[config.mk]
export PLATFORM = sky130hd
export DESIGN_NAME = ps2_host_tx
export DESIGN_NICKNAME = d
export VERILOG_FILES = /design/src/rtl/ps2_pkg.sv /design/src/rtl/ps2_line_filter.sv /design/src/rtl/ps2_host_tx.sv
export SDC_FILE = /design/constraint.sdc
export NUM_CORES = 1
export LEC_CHECK = 0
export ABC_CLOCK_PERIOD_IN_PS = 2000
export BUFFER_PORTS_ARGS = -buffer_cell sky130_fd_sc_hd__buf_2
export CAP_MARGIN = 10
export CORE_MARGIN = 2
export CORE_UTILIZATION = 55
export DETAILED_ROUTE_END_ITERATION = 10
export PLACE_DENSITY = 0.75
export SYNTH_ARGS = -nofsm -noshare
export SYNTH_HDL_FRONTEND = slang
export SYNTH_SLANG_ARGS = --single-unit
[constraint.sdc]
create_clock -name clk -period 2 [get_ports clk]
set_clock_uncertainty 0.1 [all_clocks]
set_input_delay 0.4 -clock clk [delete_from_list [all_inputs] [get_ports clk]]
set_output_delay 0.4 -clock clk [all_outputs]
set_load 0.005 [all_outputs]
[src/rtl/ps2_pkg.sv]
// ps2_pkg
// Shared definitions for the PS/2 host transmit path.
//   state_t        : transmitter FSM states
//   CMD_* / RESP_* : common mouse command and response bytes
//   DEF_*          : default timing, in 65 MHz system clock cycles
package ps2_pkg;

   typedef enum logic [2:0] {
      IDLE,
      INHIBIT,
      REQ,
      DATA,
      ACK,
      WAIT_IDLE,
      DONE
   } state_t;

   localparam logic [7:0] CMD_RESET  = 8'hFF;
   localparam logic [7:0] CMD_ENABLE = 8'hF4;
   localparam logic [7:0] RESP_ACK   = 8'hFA;

   localparam int DEF_INHIBIT_CYCLES = 6500;     // 100 us
   localparam int DEF_START_TIMEOUT  = 975000;   // 15 ms
   localparam int DEF_BIT_TIMEOUT    = 130000;   // 2 ms
   localparam int DEF_FILTER_LEN     = 8;

   // Width of the timeout counter; must hold DEF_START_TIMEOUT.
   localparam int TIMEOUT_W = 20;

endpackage

[src/rtl/ps2_line_filter.sv]
// ps2_line_filter
// Brings one raw PS/2 pin into the clk domain and removes glitches.
//   clk   : system clock
//   rst   : synchronous, active-low reset
//   pin   : raw pin level (asynchronous)
//   level : filtered level; changes only after FILTER_LEN identical
//           synchronized samples that differ from the current level
// Latency from a pin change to level: 2 + FILTER_LEN cycles.
module ps2_line_filter #(
   parameter int FILTER_LEN = 8
) (
   input  logic clk,
   input  logic rst,
   input  logic pin,
   output logic level
);

   localparam int CW = (FILTER_LEN > 1) ? $clog2(FILTER_LEN) : 1;

   logic          sync1;
   logic          sync2;
   logic [CW-1:0] cnt;

   // The bus idles high, so everything resets to 1.
   always_ff @(posedge clk) begin
      if (!rst) begin
         sync1 <= 1'b1;
         sync2 <= 1'b1;
         level <= 1'b1;
         cnt   <= '0;
      end else begin
         sync1 <= pin;
         sync2 <= sync1;
         if (sync2 == level) begin
            // Any sample matching the current level restarts the run.
            cnt <= '0;
         end else if (cnt == CW'(FILTER_LEN - 1)) begin
            level <= sync2;
            cnt   <= '0;
         end else begin
            cnt <= cnt + CW'(1);
         end
      end
   end

endmodule

[src/rtl/ps2_host_tx.sv]
// ps2_host_tx
// Host-to-device PS/2 transmitter: sends one byte to the device and
// reports whether it was acknowledged.
//   clk, rst             : system clock, synchronous active-low reset
//   ps2_clk_in/data_in   : raw pin levels
//   ps2_clk_oe/data_oe   : 1 = pull the pin low (open drain at top level)
//   tx_data, tx_valid    : byte to send and request
//   tx_ready             : idle, request accepted when tx_valid && tx_ready
//   tx_done              : one-cycle pulse at the end of a transfer
//   tx_ack_ok, tx_error  : result, valid together with tx_done
// Handshake: a request is taken on the clock edge where tx_valid and
// tx_ready are both 1; tx_ready is low from the next cycle until the
// cycle after tx_done. tx_valid while busy is ignored, not queued.
module ps2_host_tx
   import ps2_pkg::*;
#(
   parameter int INHIBIT_CYCLES = DEF_INHIBIT_CYCLES,
   parameter int START_TIMEOUT  = DEF_START_TIMEOUT,
   parameter int BIT_TIMEOUT    = DEF_BIT_TIMEOUT,
   parameter int FILTER_LEN     = DEF_FILTER_LEN
) (
   input  logic       clk,
   input  logic       rst,
   input  logic       ps2_clk_in,
   input  logic       ps2_data_in,
   output logic       ps2_clk_oe,
   output logic       ps2_data_oe,
   input  logic [7:0] tx_data,
   input  logic       tx_valid,
   output logic       tx_ready,
   output logic       tx_done,
   output logic       tx_ack_ok,
   output logic       tx_error
);

   localparam logic [TIMEOUT_W-1:0] INHIBIT_LAST = TIMEOUT_W'(INHIBIT_CYCLES - 1);
   localparam logic [TIMEOUT_W-1:0] START_LAST   = TIMEOUT_W'(START_TIMEOUT - 1);
   localparam logic [TIMEOUT_W-1:0] BIT_LAST     = TIMEOUT_W'(BIT_TIMEOUT - 1);

   logic                 clk_filt;
   logic                 data_filt;
   logic                 clk_prev;
   logic                 clk_fall;
   logic                 timed;
   logic                 to_expired;
   state_t               state;
   logic [TIMEOUT_W-1:0] inh_cnt;
   logic [TIMEOUT_W-1:0] to_cnt;
   logic [3:0]           bit_idx;
   logic [8:0]           shreg;     // {parity, data}, shifted out LSB first
   logic                 ack_seen;

   ps2_line_filter #(.FILTER_LEN(FILTER_LEN)) u_clk_filter (
      .clk   (clk),
      .rst   (rst),
      .pin   (ps2_clk_in),
      .level (clk_filt)
   );

   ps2_line_filter #(.FILTER_LEN(FILTER_LEN)) u_data_filter (
      .clk   (clk),
      .rst   (rst),
      .pin   (ps2_data_in),
      .level (data_filt)
   );

   assign clk_fall   = clk_prev & ~clk_filt;
   assign timed      = state inside {REQ, DATA, ACK, WAIT_IDLE};
   assign to_expired = (state == REQ) ? (to_cnt == START_LAST) : (to_cnt == BIT_LAST);

   always_ff @(posedge clk) begin
      if (!rst) begin
         state       <= IDLE;
         clk_prev    <= 1'b1;
         inh_cnt     <= '0;
         to_cnt      <= '0;
         bit_idx     <= '0;
         shreg       <= '0;
         ack_seen    <= 1'b0;
         ps2_clk_oe  <= 1'b0;
         ps2_data_oe <= 1'b0;
         tx_ready    <= 1'b1;
         tx_done     <= 1'b0;
         tx_ack_ok   <= 1'b0;
         tx_error    <= 1'b0;
      end else begin
         clk_prev <= clk_filt;
         tx_done  <= 1'b0;

         // Timeout counter runs in the device-clocked states and restarts
         // on every falling edge of the filtered clock.
         if (timed) begin
            to_cnt <= clk_fall ? '0 : to_cnt + TIMEOUT_W'(1);
         end

         // A fall on the expiry cycle is serviced as a normal edge.
         if (timed && !clk_fall && to_expired) begin
            ps2_clk_oe  <= 1'b0;
            ps2_data_oe <= 1'b0;
            tx_done     <= 1'b1;
            tx_ack_ok   <= 1'b0;
            tx_error    <= 1'b1;
            state       <= DONE;
         end else begin
            case (state)
               IDLE: begin
                  tx_ready <= 1'b1;
                  if (tx_valid && tx_ready) begin
                     shreg      <= {~^tx_data, tx_data};
                     tx_ready   <= 1'b0;
                     ps2_clk_oe <= 1'b1;
                     inh_cnt    <= '0;
                     state      <= INHIBIT;
                  end
               end

               INHIBIT: begin
                  if (inh_cnt == INHIBIT_LAST) begin
                     // Release clock and assert the start bit together.
                     ps2_clk_oe  <= 1'b0;
                     ps2_data_oe <= 1'b1;
                     inh_cnt     <= '0;
                     to_cnt      <= '0;
                     state       <= REQ;
                  end else begin
                     inh_cnt <= inh_cnt + TIMEOUT_W'(1);
                  end
               end

               REQ: begin
                  if (clk_fall) begin
                     bit_idx <= '0;
                     state   <= DATA;
                  end
               end

               DATA: begin
                  if (clk_fall) begin
                     if (bit_idx != 4'd9) begin
                        // Falls 1..9: eight data bits then parity.
                        ps2_data_oe <= ~shreg[0];
                        shreg       <= {1'b1, shreg[8:1]};
                        bit_idx     <= bit_idx + 4'd1;
                     end else begin
                        // Fall 10: stop bit is a released line.
                        ps2_data_oe <= 1'b0;
                        bit_idx     <= '0;
                        state       <= ACK;
                     end
                  end
               end

               ACK: begin
                  if (clk_fall) begin
                     ack_seen <= ~data_filt;
                     state    <= WAIT_IDLE;
                  end
               end

               WAIT_IDLE: begin
                  if (clk_filt && data_filt) begin
                     tx_done   <= 1'b1;
                     tx_ack_ok <= ack_seen;
                     tx_error  <= ~ack_seen;
                     state     <= DONE;
                  end
               end

               DONE: begin
                  tx_ack_ok <= 1'b0;
                  tx_error  <= 1'b0;
                  tx_ready  <= 1'b1;
                  to_cnt    <= '0;
                  ack_seen  <= 1'b0;
                  state     <= IDLE;
               end

               default: begin
                  ps2_clk_oe  <= 1'b0;
                  ps2_data_oe <= 1'b0;
                  tx_ready    <= 1'b1;
                  state       <= IDLE;
               end
            endcase
         end
      end
   end

endmodule

==> results of run 1 <==
[area by class of cell]
cell class,instances,area [sq um]
fill,561,2405
multi-input combinational,330,2177
sequential,76,1524
timing repair buffer,43,290.3
clock buffer,10,137.6
tap,80,100.1
clock inverter,6,70.07
inverter,4,15.01
[worst max-delay path, cell delays in order, from the launching register on]
cell and delay (ps):
sky130_fd_sc_hd__dfxtp_1 400, sky130_fd_sc_hd__xnor2_1 580, sky130_fd_sc_hd__nor4_2 130, sky130_fd_sc_hd__o21ai_1 240, sky130_fd_sc_hd__nand2_1 190, sky130_fd_sc_hd__nor3_1 220
[what timing repair did]
item                       CTS  global route
hold buffers                 0             0
setup buffers                0             1
setup endpoints to repair    0            39
resized for setup            0             6
[final timing paths]
check	from	to	cells after the start
worst max register to register	state[1]$_SDFFE_PN0P_	tx_ack_ok$_SDFFE_PP0P_	5
worst min-delay path	ps2_data_in	u_data_filter.sync1$_SDFF_PN1_	2
worst min register to register	u_data_filter.sync1$_SDFF_PN1_	u_data_filter.sync2$_SDFF_PN1_	1
worst max-delay path	state[1]$_SDFFE_PN0P_	tx_ack_ok$_SDFFE_PP0P_	5
[routing by layer]
metal	part of all wire	wire (microns)
met1	0.47	3594
met2	0.49	3801
met5	0	0
met3	0.031	238
met4	0.012	91
[sequential cells by signal, summed over array words and instances (netlist names), 3 cells and up]
name	flops
bit_idx	4
inh_cnt	20
shreg	9
state	3
to_cnt	20
u_clk_filter.cnt	3
u_data_filter.cnt	3
[power groups by stage]
stage | logic (uW) | registers (uW) | clock network (uW)
final | 1180 | 1800 | 1220
after global routing | 1310 | 1820 | 1290
after CTS | 1160 | 1790 | 1230
after detailed placement | 1160 | 1830 | 0
after global placement | 1130 | 1820 | 0
after floorplan | 873 | 1770 | 0
[cells in the mapped netlist (3+ instances only)]
cell and number:
sky130_fd_sc_hd__clkbuf_1 3, sky130_fd_sc_hd__dfxtp_1 76, sky130_fd_sc_hd__nor4_4 3, sky130_fd_sc_hd__nand2_1 31, sky130_fd_sc_hd__o221a_2 8, sky130_fd_sc_hd__ha_1 8, sky130_fd_sc_hd__nor2_2 3, sky130_fd_sc_hd__mux2i_1 4
sky130_fd_sc_hd__xor2_1 30, sky130_fd_sc_hd__o21ai_1 3, sky130_fd_sc_hd__nand2b_1 10, sky130_fd_sc_hd__nor3_2 3, sky130_fd_sc_hd__buf_2 8, sky130_fd_sc_hd__a21oi_1 22, sky130_fd_sc_hd__and3_1 6, sky130_fd_sc_hd__inv_1 4
sky130_fd_sc_hd__nand3_1 18, sky130_fd_sc_hd__a31oi_1 4, sky130_fd_sc_hd__nor4_1 3, sky130_fd_sc_hd__and2_1 8, sky130_fd_sc_hd__nor2_1 70, sky130_fd_sc_hd__o21ai_0 7, sky130_fd_sc_hd__and4_1 3, sky130_fd_sc_hd__or3_1 3
sky130_fd_sc_hd__nor2b_1 5, sky130_fd_sc_hd__nor3_1 9, sky130_fd_sc_hd__xnor2_1 15, sky130_fd_sc_hd__nor3b_1 3, sky130_fd_sc_hd__nand4_1 15
[logic make-up (layout without fill, tap and decap cells)]
family / after synthesis / in the layout / share of synthesized area
AND/OR/NAND/NOR: 208 / 208 / 0.3004
flip-flops: 76 / 76 / 0.4036
AO/OA/AOI/OAI: 64 / 64 / 0.1215
XOR/XNOR: 46 / 46 / 0.1119
buffers and inverters: 19 / 63 / 0.02555
adder cells (fa/ha/maj): 8 / 8 / 0.02655
multiplexers: 4 / 4 / 0.01062
[placed cells by master, fill, tap and decap left out, drive strengths merged, types with 12 or more instances in the layout]
cell type | netlist | layout
buf | 12 | 43
nor3 | 12 | 12
a21oi | 24 | 24
nand2 | 31 | 31
dfxtp | 76 | 76
nand3 | 18 | 18
nand4 | 15 | 15
xnor2 | 15 | 15
xor2 | 31 | 31
nor2 | 73 | 73
[through the flow]
step	instances	setup TNS, ps	total power, uW
floorplan	425	0	2647
global placement	532	0	2957
detailed placement	532	0	2989
CTS	548	0	4190
global route	549	-21.23	4424
finish	549	0	4196
==> PnR_summary.wiki, run 1 <==
{| class="wikitable"
! Metric !! Value
|-
| RSZ-0062 raised after global routing || yes
|-
| Vert. Die Dim || 86.79 microns
|-
| Max-cap violations || 0
|-
| Largest fanout of any net on the critical path || 9
|-
| Area growth from synthesis to layout || 14.44%
|-
| Final design utilization || 0.6421
|-
| Clk buf depth || 2
|-
| Clock latency of the later-clocked register in the worst-skew pair || 350 ps
|-
| Number of design-rule violations left by the first detailed-router iteration || 234
|-
| Max rail drop VDD || 542.0 uV
|-
| Result of the run || finished, final reports clean
|-
| Final Hold Fails || 0
|-
| Antenna violations before repair || 0
|-
| Synth area leaders || sky130_fd_sc_hd__dfxtp_1 40%, sky130_fd_sc_hd__nor2_1 7.0%, sky130_fd_sc_hd__xor2_1 7.0%, sky130_fd_sc_hd__xnor2_1 3.5%, sky130_fd_sc_hd__nand2_1 3.1%
|-
| Number of buffers created by CTS || 9
|-
| Global route hottest layer || met2
|-
| # IOs || 19
|-
| Starting utilization of the core area || 0.5611
|-
| Vias per std cell || 5.659
|-
| Count of distinct cell types in the synthesized netlist || 59
|-
| Final wirelength || 7.725 mm
|-
| Diodes inserted || 0
|-
| Share of power burned in combinational logic || 0.281
|-
| Reg2Reg Setup Slack || 60 ps
|-
| Internal power of the cells || 2787 uW
|-
| Register bit count reported by yosys || 76
|-
| Buffers on Ports || 18
|-
| Ratio of cells with drive above 1 in the final layout || 0.1962
|-
| Cell area after layout || 4314 sq um
|-
| Maximum clock frequency || 0.5163 GHz
|-
| Largest net degree at the start of global routing || 18
|-
| DRC violation count after routing || 0
|-
| GRT Residual Overflow || 0
|-
| CP required || 2170 ps
|-
| Yosys top cell by area || sky130_fd_sc_hd__dfxtp_1
|-
| Signal arrival time at the worst endpoint || 2100 ps
|-
| Core region area || 6719 sq um
|-
| Cell leakage power || 0.001651 uW
|-
| Min setup slack post-route || 63.17 ps
|-
| Worst Hold Class || in2reg
|-
| H-tree depth || 3
|-
| Global router's overall resource usage || 0.2253
|-
| Grt met1 use || 0.2867
|-
| CP Capture Type || flip-flop
|-
| Switching share of total power || 0.3357
|-
| CTS root buffer || sky130_fd_sc_hd__clkbuf_8
|-
| Area after detailed placement || 4071 sq um
|-
| Average cell area after synthesis || 8.870 sq um
|-
| Post-layout net count || 485
|-
| Post-synthesis instance area || 3770 sq um
|-
| Row count || 30
|-
| Router iterations before antenna repair || 4
|-
| Clock Power Share || 0.290
|-
| Floorplan die width || 86.79 microns
|-
| Share of synthesized flip-flops with an asynchronous set or reset || 0
|-
| Number of setup violations in the final report || 0
|-
| Final worst path period need || 1937 ps
|-
| Routed wirelength normalized by instance count || 14.07 microns
|-
| CTS tree || done
|-
| Worst Tran Pin Value || 678.1 ps
|-
| Relative contribution of sequential cells to total power || 0.429
|-
| Syn nets || 446
|-
| Sw power || 1409 uW
|-
| Final estimated routing congestion in global placement || 0.8841
|-
| Via count of the first global-routing pass || 3,048
|-
| Post-synth top area share || 0.4036
|-
| Clock transition time at the flip-flop clock pins of the worst setup and hold paths || 80 ps
|-
| P per Cell Area || 972.6 nW/um^2
|-
| Total number of vias || 3,107
|-
| Synth Warn # || 0
|-
| Slew headroom || 0.5447
|-
| Die outline area || 7533 sq um
|-
| Dpl hpwl || 5.565 mm
|-
| # clock sinks || 76
|-
| Gate count of the mapped netlist || 425
|-
| CP Launch Type || flip-flop
|-
| Antenna violation net count after detailed routing || 0
|-
| Part of the Yosys area used for sequential elements || 0.4036
|-
| Ys flop type || sky130_fd_sc_hd__dfxtp_1
|-
| Met3 Track Usage GR || 0.03238
|-
| Number of synthesized flops with an enable pin || 0
|-
| Start-to-end type of the worst setup path || reg2reg
|-
| Final number of max-transition violations || 0
|-
| Final critical-path share of the clock period || 0.9684
|-
| Hold Worst Slack || 127.4 ps
|-
| Post-Place Worst Slack || 32.76 ps
|-
| GR Util met2 || 0.3845
|-
| Wire length of the first global-routing pass || 13.61 mm
|}
No activity file was read; power rests on OpenSTA's default activity.
==> run 2: changes to the inputs <==
--- a/config.mk
+++ b/config.mk
@@ -12,6 +12,7 @@
 export CORE_UTILIZATION = 55
 export DETAILED_ROUTE_END_ITERATION = 10
 export PLACE_DENSITY = 0.75
+export SETUP_SLACK_MARGIN = 0.4
 export SYNTH_ARGS = -nofsm -noshare
 export SYNTH_HDL_FRONTEND = slang
 export SYNTH_SLANG_ARGS = --single-unit
==> run 2 against run 1 <==
Total power rose by 15%. Critical path depth rose by 1. Non-clock buffer count rose by 14. Utilization rose by 6.5 points. Fmax rose by 5.8%. Sequential cell count did not move. Critical endpoint is now to_cnt[14]$_SDFF_PN0_. Critical path type unchanged. Register-to-register slack improved by 110 ps. Largest cell class unchanged. Via count rose by 5.1%. First-iteration DRC count fell by 10%. Routed wire length rose by 13%. Global-route usage fell by 0.22 points.
==> PnR_summary.wiki, run 2 (synthesis results as in run 1) <==
{| class="wikitable"
! Metric !! Value
|-
| Final wirelength || 8.725 mm (+13%)
|-
| Number of design-rule violations left by the first detailed-router iteration || 210 (-10%)
|-
| Largest fanout of any net on the critical path || 13 (+4)
|-
| Highest metal layer with signal wires || met4
|-
| H-tree depth || 3 (unchanged)
|-
| Router iterations before antenna repair || 4 (unchanged)
|-
| Min setup slack post-route || 169.4 ps (+106.3 ps)
|-
| # IOs || 19 (unchanged)
|-
| Signal arrival time at the worst endpoint || 1980 ps (-120 ps)
|-
| CTS root buffer || sky130_fd_sc_hd__clkbuf_8
|-
| CP Capture Type || flip-flop
|-
| Largest stage delay, worst path || 570 ps (about the same)
|-
| CP Launch Type || flip-flop
|-
| RSZ-0062 raised after global routing || yes
|-
| Die outline area || 7533 sq um (unchanged)
|-
| Clock latency of the later-clocked register in the worst-skew pair || 360 ps (about the same)
|-
| Maximum clock frequency || 0.5463 GHz (+5.8%)
|-
| Post-layout net count || 501 (+3.3%)
|-
| Worst Min Path Start || ps2_data_in
|-
| Max-cap violations || 0 (unchanged)
|-
| Met1 wire length || 3.840 mm (+6.8%)
|-
| Vias per std cell || 5.777 (+2.1%)
|-
| Start of the worst register-to-register path || inh_cnt[17]$_SDFFE_PN0P_
|-
| Final estimated routing congestion in global placement || 0.8600 (-2.7%)
|-
| GRT Residual Overflow || 0 (unchanged)
|-
| Clock transition time at the flip-flop clock pins of the worst setup and hold paths || 90 ps (about the same)
|-
| Vert. Die Dim || 86.79 microns (unchanged)
|-
| Dpl hpwl || 5.287 mm (-5.0%)
|-
| Row count || 30 (unchanged)
|-
| Final Hold Fails || 0 (unchanged)
|-
| Diodes inserted || 0 (unchanged)
|-
| Total Negative Setup Slacks || 0 ps (unchanged)
|-
| Start-to-end type of the worst setup path || reg2reg
|-
| Final critical-path share of the clock period || 0.9153 (-0.05313)
|-
| Max rail drop VDD || 547.5 uV (+1.0%)
|-
| # clock sinks || 76 (unchanged)
|-
| Worst Tran Pin Value || 421.5 ps (-256.6 ps)
|-
| Buffers on Ports || 18 (unchanged)
|-
| Ratio of cells with drive above 1 in the final layout || 0.3196 (+0.1234)
|-
| Largest net degree at the start of global routing || 21 (+3)
|-
| Routed wirelength normalized by instance count || 15.44 microns (+9.7%)
|-
| Wire length of the first global-routing pass || 13.36 mm (-1.9%)
|-
| P per Cell Area || 1012 nW/um^2 (+4.0%)
|-
| Via count of the first global-routing pass || 2,884 (-5.4%)
|-
| Cell leakage power || 0.001780 uW (+7.8%)
|-
| Area growth from synthesis to layout || 26.02%
|-
| Source of the critical timing path || inh_cnt[17]$_SDFFE_PN0P_
|-
| Final worst path period need || 1831 ps (-106.3 ps)
|-
| Routed length on met3 || 346 microns (+45%)
|-
| Clk buf depth || 2 (unchanged)
|-
| Starting utilization of the core area || 0.5611 (unchanged)
|-
| CTS tree || done
|-
| Largest registers || inh_cnt x20, to_cnt x20, shreg x9
|-
| Core region area || 6719 sq um (unchanged)
|-
| Critical path, cell by cell || or4_4, nor2_4, a31oi_1, a41oi_2, buf_12, nor2_1
|-
| CP required || 2150 ps (-20 ps)
|-
| Met2 wire length || 4.291 mm (+13%)
|-
| Slew headroom || 0.7169 (+0.1722)
|-
| Antenna violations before repair || 0 (unchanged)
|-
| DRC violation count after routing || 0 (unchanged)
|-
| Top library cells by usage in the layout, fill and taps aside || 63 x sky130_fd_sc_hd__nor2_1, 61 x sky130_fd_sc_hd__dfxtp_1, 30 x sky130_fd_sc_hd__nand2_1, 30 x sky130_fd_sc_hd__xor2_1, 30 x sky130_fd_sc_hd__buf_4
|-
| Most common library cell in the layout ignoring fill and taps || sky130_fd_sc_hd__nor2_1
|-
| Antenna violation net count after detailed routing || 0 (unchanged)
|-
| Final number of max-transition violations || 0 (unchanged)
|-
| Post-Place Worst Slack || 105.2 ps (+72.44 ps)
|-
| Number of setup violations in the final report || 0 (unchanged)
|-
| CP max stage cell || sky130_fd_sc_hd__or4_4
|-
| Fill cell count || 492 (-12%)
|-
| Reg2Reg Setup Slack || 170 ps (+110 ps)
|-
| Floorplan die width || 86.79 microns (unchanged)
|-
| Worst Hold Class || in2reg
|-
| Result of the run || finished, final reports clean
|-
| Total number of vias || 3,264 (+5.1%)
|-
| Global router's overall resource usage || 0.2230 (-0.002241)
|-
| Number of buffers created by CTS || 9 (unchanged)
|}
[run 2: cell type report]
type / count / area (sq um) / area share
clock buffers: 10 / 137.6 / 0.02897
clock inverters: 6 / 95.09 / 0.02002
inverters: 4 / 18.77 / 0.003950
multi-input cells: 332 / 2421 / 0.5096
flip-flops and latches: 76 / 1550 / 0.3263
well taps: 80 / 100.1 / 0.02107
repair buffers: 57 / 427.9 / 0.09007
[run 2: report_power, final]
group          internal (uW)  switching [uW]  total [uW]
combinational            716             923        1640
sequential              1670             142        1810
clock                    749             604        1350
[run 2: repair_timing]
action,in CTS,in global routing
setup buffers,6,11
setup endpoints to repair,61,59
cloned,1,3
hold buffers,0,0
pin swaps,4,16
resized for setup,31,46
[run 2: worst paths after layout]
kind / endpoint / cells after the start
max: to_cnt[14]$_SDFF_PN0_ / 6
min: u_data_filter.sync1$_SDFF_PN1_ / 2
max reg2reg: to_cnt[14]$_SDFF_PN0_ / 6
min reg2reg: u_clk_filter.sync2$_SDFF_PN1_ / 1
[run 2: metal layers]
layer | track usage | up-vias
met5 | 0 | -
met4 | 0.1009 | 0
met3 | 0.05333 | 26
met2 | 0.3470 | 69
met1 | 0.2928 | 1555
li1 | - | 1614
[run 2: through the flow]
stage / instances / utilization / instance area [sq um] / hold WS (ps) / power [uW]
floorplan: 425 / - / 3795 / 286.3 / 2680
global placement: 528 / 0.6045 / 4061 / 290.1 / 2941
detailed placement: 528 / 0.6045 / 4061 / 295.6 / 2971
CTS: 551 / 0.6628 / 4453 / 109.4 / 4417
global route: 565 / 0.7071 / 4751 / 109.7 / 5015
finish: 565 / 0.7071 / 4751 / 111.8 / 4807
[run 2: critical path: cells and delay by family, from the launching register on]
kind	cells	cell delay [ps]
buffers and inverters	1	160
AOI/OAI and AO/OA	2	370
and+or+nand+nor	3	760
DFF	1	330
==> run 3: changes to the inputs <==
--- a/config.mk
+++ b/config.mk
@@ -11,6 +11,7 @@
 export CORE_MARGIN = 2
 export CORE_UTILIZATION = 55
 export DETAILED_ROUTE_END_ITERATION = 10
+export MAX_ROUTING_LAYER = met4
 export PLACE_DENSITY = 0.75
 export SETUP_SLACK_MARGIN = 0.4
 export SYNTH_ARGS = -nofsm -noshare
==> run 3 against run 2 <==
Global-route usage is 0.65 points higher. Setup slack better by 12 ps. Fmax rose by 0.65%. Sequential cell count unchanged. Design area decreased by 0.58%. First-iteration DRC count is 14% lower. Clock power is essentially flat. Sequential power barely moved. Sequential share of layout area up 0.19 points. Critical path type unchanged. Highest routed layer unchanged.
==> PnR_summary.wiki, run 3 (synthesis results as in run 1) <==
{| class="wikitable"
! Metric !! Value
|-
| Number of buffers created by CTS || 9 (unchanged)
|-
| Number of setup violations in the final report || 0 (unchanged)
|-
| Critical path depth in cells || 6 (unchanged)
|-
| Via count of the first global-routing pass || 2,889 (+0.17%)
|-
| DRC violation count after routing || 0 (unchanged)
|-
| Number of design-rule violations left by the first detailed-router iteration || 180 (-14%)
|-
| Row count || 30 (unchanged)
|-
| Final wirelength || 8.538 mm (-2.1%)
|-
| Global router's overall resource usage || 0.2296 (+0.006537)
|-
| Slew headroom || 0.7117 (-0.005141)
|-
| Critical path, cell by cell || or4_4, nor2_4, a31oi_1, a41oi_2, buf_12, nor2_1
|-
| Vert. Die Dim || 86.79 microns (unchanged)
|-
| Area growth from synthesis to layout || 25.29%
|-
| Router iterations before antenna repair || 4 (unchanged)
|-
| Largest stage delay, worst path || 560 ps (about the same)
|-
| Worst Tran Pin Value || 429.2 ps (+7.732 ps)
|-
| Most common library cell in the layout ignoring fill and taps || sky130_fd_sc_hd__nor2_1
|-
| Count of buffering cells on the critical path with inverters included || 1 (unchanged)
|-
| H-tree depth || 3 (unchanged)
|-
| Floorplan die width || 86.79 microns (unchanged)
|-
| CTS root buffer || sky130_fd_sc_hd__clkbuf_8
|-
| Dpl hpwl || 5.287 mm (unchanged)
|-
| Post-Place Worst Slack || 105.2 ps (unchanged)
|-
| CP Capture Point || to_cnt[14]$_SDFF_PN0_
|-
| CP Capture Type || flip-flop
|-
| Final design utilization || 0.7030 (-0.004096)
|-
| # clock sinks || 76 (unchanged)
|-
| Final estimated routing congestion in global placement || 0.8738 (+1.6%)
|-
| Clock latency of the later-clocked register in the worst-skew pair || 360 ps (about the same)
|-
| Final Total Pwr || 4745 uW (-1.3%)
|-
| Total Negative Setup Slacks || 0 ps (unchanged)
|-
| Vias per std cell || 5.743 (-0.59%)
|-
| Result of the run || finished, final reports clean
|-
| Starting utilization of the core area || 0.5611 (unchanged)
|-
| Ratio of cells with drive above 1 in the final layout || 0.3161 (-0.003472)
|-
| Clk buf depth || 2 (unchanged)
|-
| CTS tree || done
|-
| Post-layout net count || 500 (-0.20%)
|-
| Antenna violations before repair || 0 (unchanged)
|-
| P per Cell Area || 1005 nW/um^2 (-0.71%)
|-
| Signal arrival time at the worst endpoint || 1970 ps (about the same)
|-
| Diodes inserted || 0 (unchanged)
|-
| Max rail drop VDD || 527.8 uV (-3.6%)
|-
| Final Hold Fails || 0 (unchanged)
|-
| Final std cells w/o fill || 564 (-0.18%)
|-
| Largest net degree at the start of global routing || 21 (unchanged)
|-
| # IOs || 19 (unchanged)
|-
| Start of the worst register-to-register path || inh_cnt[17]$_SDFFE_PN0P_
|-
| CP max stage cell || sky130_fd_sc_hd__or4_4
|-
| Min setup slack post-route || 181.2 ps (+11.80 ps)
|-
| Buffers on Ports || 18 (unchanged)
|-
| Start-to-end type of the worst setup path || reg2reg
|-
| GRT Residual Overflow || 0 (unchanged)
|-
| Top cell family by delay on the critical path || simple AND/OR/NAND/NOR gates
|-
| CP required || 2160 ps (about the same)
|-
| Final number of max-transition violations || 0 (unchanged)
|-
| Maximum clock frequency || 0.5498 GHz (+0.65%)
|-
| RSZ-0062 raised after global routing || yes
|-
| Clock transition time at the flip-flop clock pins of the worst setup and hold paths || 90 ps (about the same)
|-
| Die outline area || 7533 sq um (unchanged)
|-
| Cell Count Post-Placement || 528 (unchanged)
|-
| Source of the critical timing path || inh_cnt[17]$_SDFFE_PN0P_
|-
| Largest registers || inh_cnt x20, to_cnt x20, shreg x9
|-
| R2R depth || 6 (unchanged)
|-
| Reg2Reg Setup Slack || 180 ps (about the same)
|-
| Reg-to-reg critical path endpoint || to_cnt[14]$_SDFF_PN0_
|-
| Largest fanout of any net on the critical path || 13 (unchanged)
|-
| Total number of vias || 3,239 (-0.77%)
|-
| Final critical-path share of the clock period || 0.9094 (-0.005901)
|-
| Cell leakage power || 0.001772 uW (-0.44%)
|-
| Antenna violation net count after detailed routing || 0 (unchanged)
|-
| Worst Hold Class || in2reg
|-
| Core region area || 6719 sq um (unchanged)
|-
| Final worst path period need || 1819 ps (-11.80 ps)
|-
| CP Launch Type || flip-flop
|-
| Max-cap violations || 0 (unchanged)
|-
| Wire length of the first global-routing pass || 13.37 mm (+0.10%)
|-
| Top library cells by usage in the layout, fill and taps aside || 63 x sky130_fd_sc_hd__nor2_1, 61 x sky130_fd_sc_hd__dfxtp_1, 31 x sky130_fd_sc_hd__buf_4
|-
| Routed wirelength normalized by instance count || 15.14 microns (-2.0%)
|}
==> run 3: changes by cell type in the layout (fill, tap and decap cells not counted) <==
cell / change
sky130_fd_sc_hd__a21boi_1: +1
sky130_fd_sc_hd__a21boi_2: -1
sky130_fd_sc_hd__buf_12: -1
sky130_fd_sc_hd__buf_2: -1
sky130_fd_sc_hd__buf_4: +1
sky130_fd_sc_hd__nor3b_2: +1
sky130_fd_sc_hd__nor3b_4: -1
==> run 3: metal layers <==
metal	vias up	share of wire	GRT usage
li1	1609	-	-
met1	1537	0.44	0.2951
met2	66	0.49	0.3470
met3	27	0.038	0.04952
met4	0	0.026	0.1009
met5	-	0	-
==> run 3: cell type report <==
cell class,instances,area [sq um]
inverter,4,18.77
tap,80,100.1
multi-input combinational,332,2411
timing repair buffer,56,410.4
clock buffer,10,137.6
clock inverter,6,95.09
sequential,76,1550
fill,498,1996
==> run 3: worst min path at each step <==
stage	start	endpoint	slack, ps	cells after the start
2_1_floorplan	u_clk_filter.sync1$_SDFF_PN1_	u_clk_filter.sync2$_SDFF_PN1_	290	1
3_3_place_gp	u_data_filter.sync1$_SDFF_PN1_	u_data_filter.sync2$_SDFF_PN1_	290	1
3_5_place_dp	u_clk_filter.sync1$_SDFF_PN1_	u_clk_filter.sync2$_SDFF_PN1_	300	1
4_1_cts	ps2_data_in	u_data_filter.sync1$_SDFF_PN1_	110	2
5_1_grt	ps2_data_in	u_data_filter.sync1$_SDFF_PN1_	110	2
6_report	ps2_data_in	u_data_filter.sync1$_SDFF_PN1_	110	2
==> run 3: worst reg2reg max path: stages, from the launching register on <==
cell                      delay (ps)
sky130_fd_sc_hd__dfxtp_2         330
sky130_fd_sc_hd__or4_4           570
sky130_fd_sc_hd__nor2_4          130
sky130_fd_sc_hd__a31oi_1         140
sky130_fd_sc_hd__a41oi_2         230
sky130_fd_sc_hd__buf_12          160
sky130_fd_sc_hd__nor2_1           50
==> run 3: repair_timing <==
item                       CTS  global route
setup endpoints to repair   61            59
buffers inserted             6            10
resized for setup           31            44
pin swaps                    4            16
hold buffers                 0             0
gates cloned                 1             3
==> run 3: metrics by stage <==
step / hold WS, ps / instance area, sq um
2_1_floorplan: 286.3 / 3795
3_3_place_gp: 290.1 / 4061
3_5_place_dp: 295.6 / 4061
4_1_cts: 109.4 / 4453
5_1_grt: 109.9 / 4723
6_report: 110.6 / 4723
==> run 3: power by group <==
group / internal [uW] / switching, uW / leakage (uW)
combinational: 683 / 899 / 0.00103
clock: 749 / 607 / 0.000117
sequential: 1670 / 135 / 0.000624
total: 3110 / 1640 / 0.00177
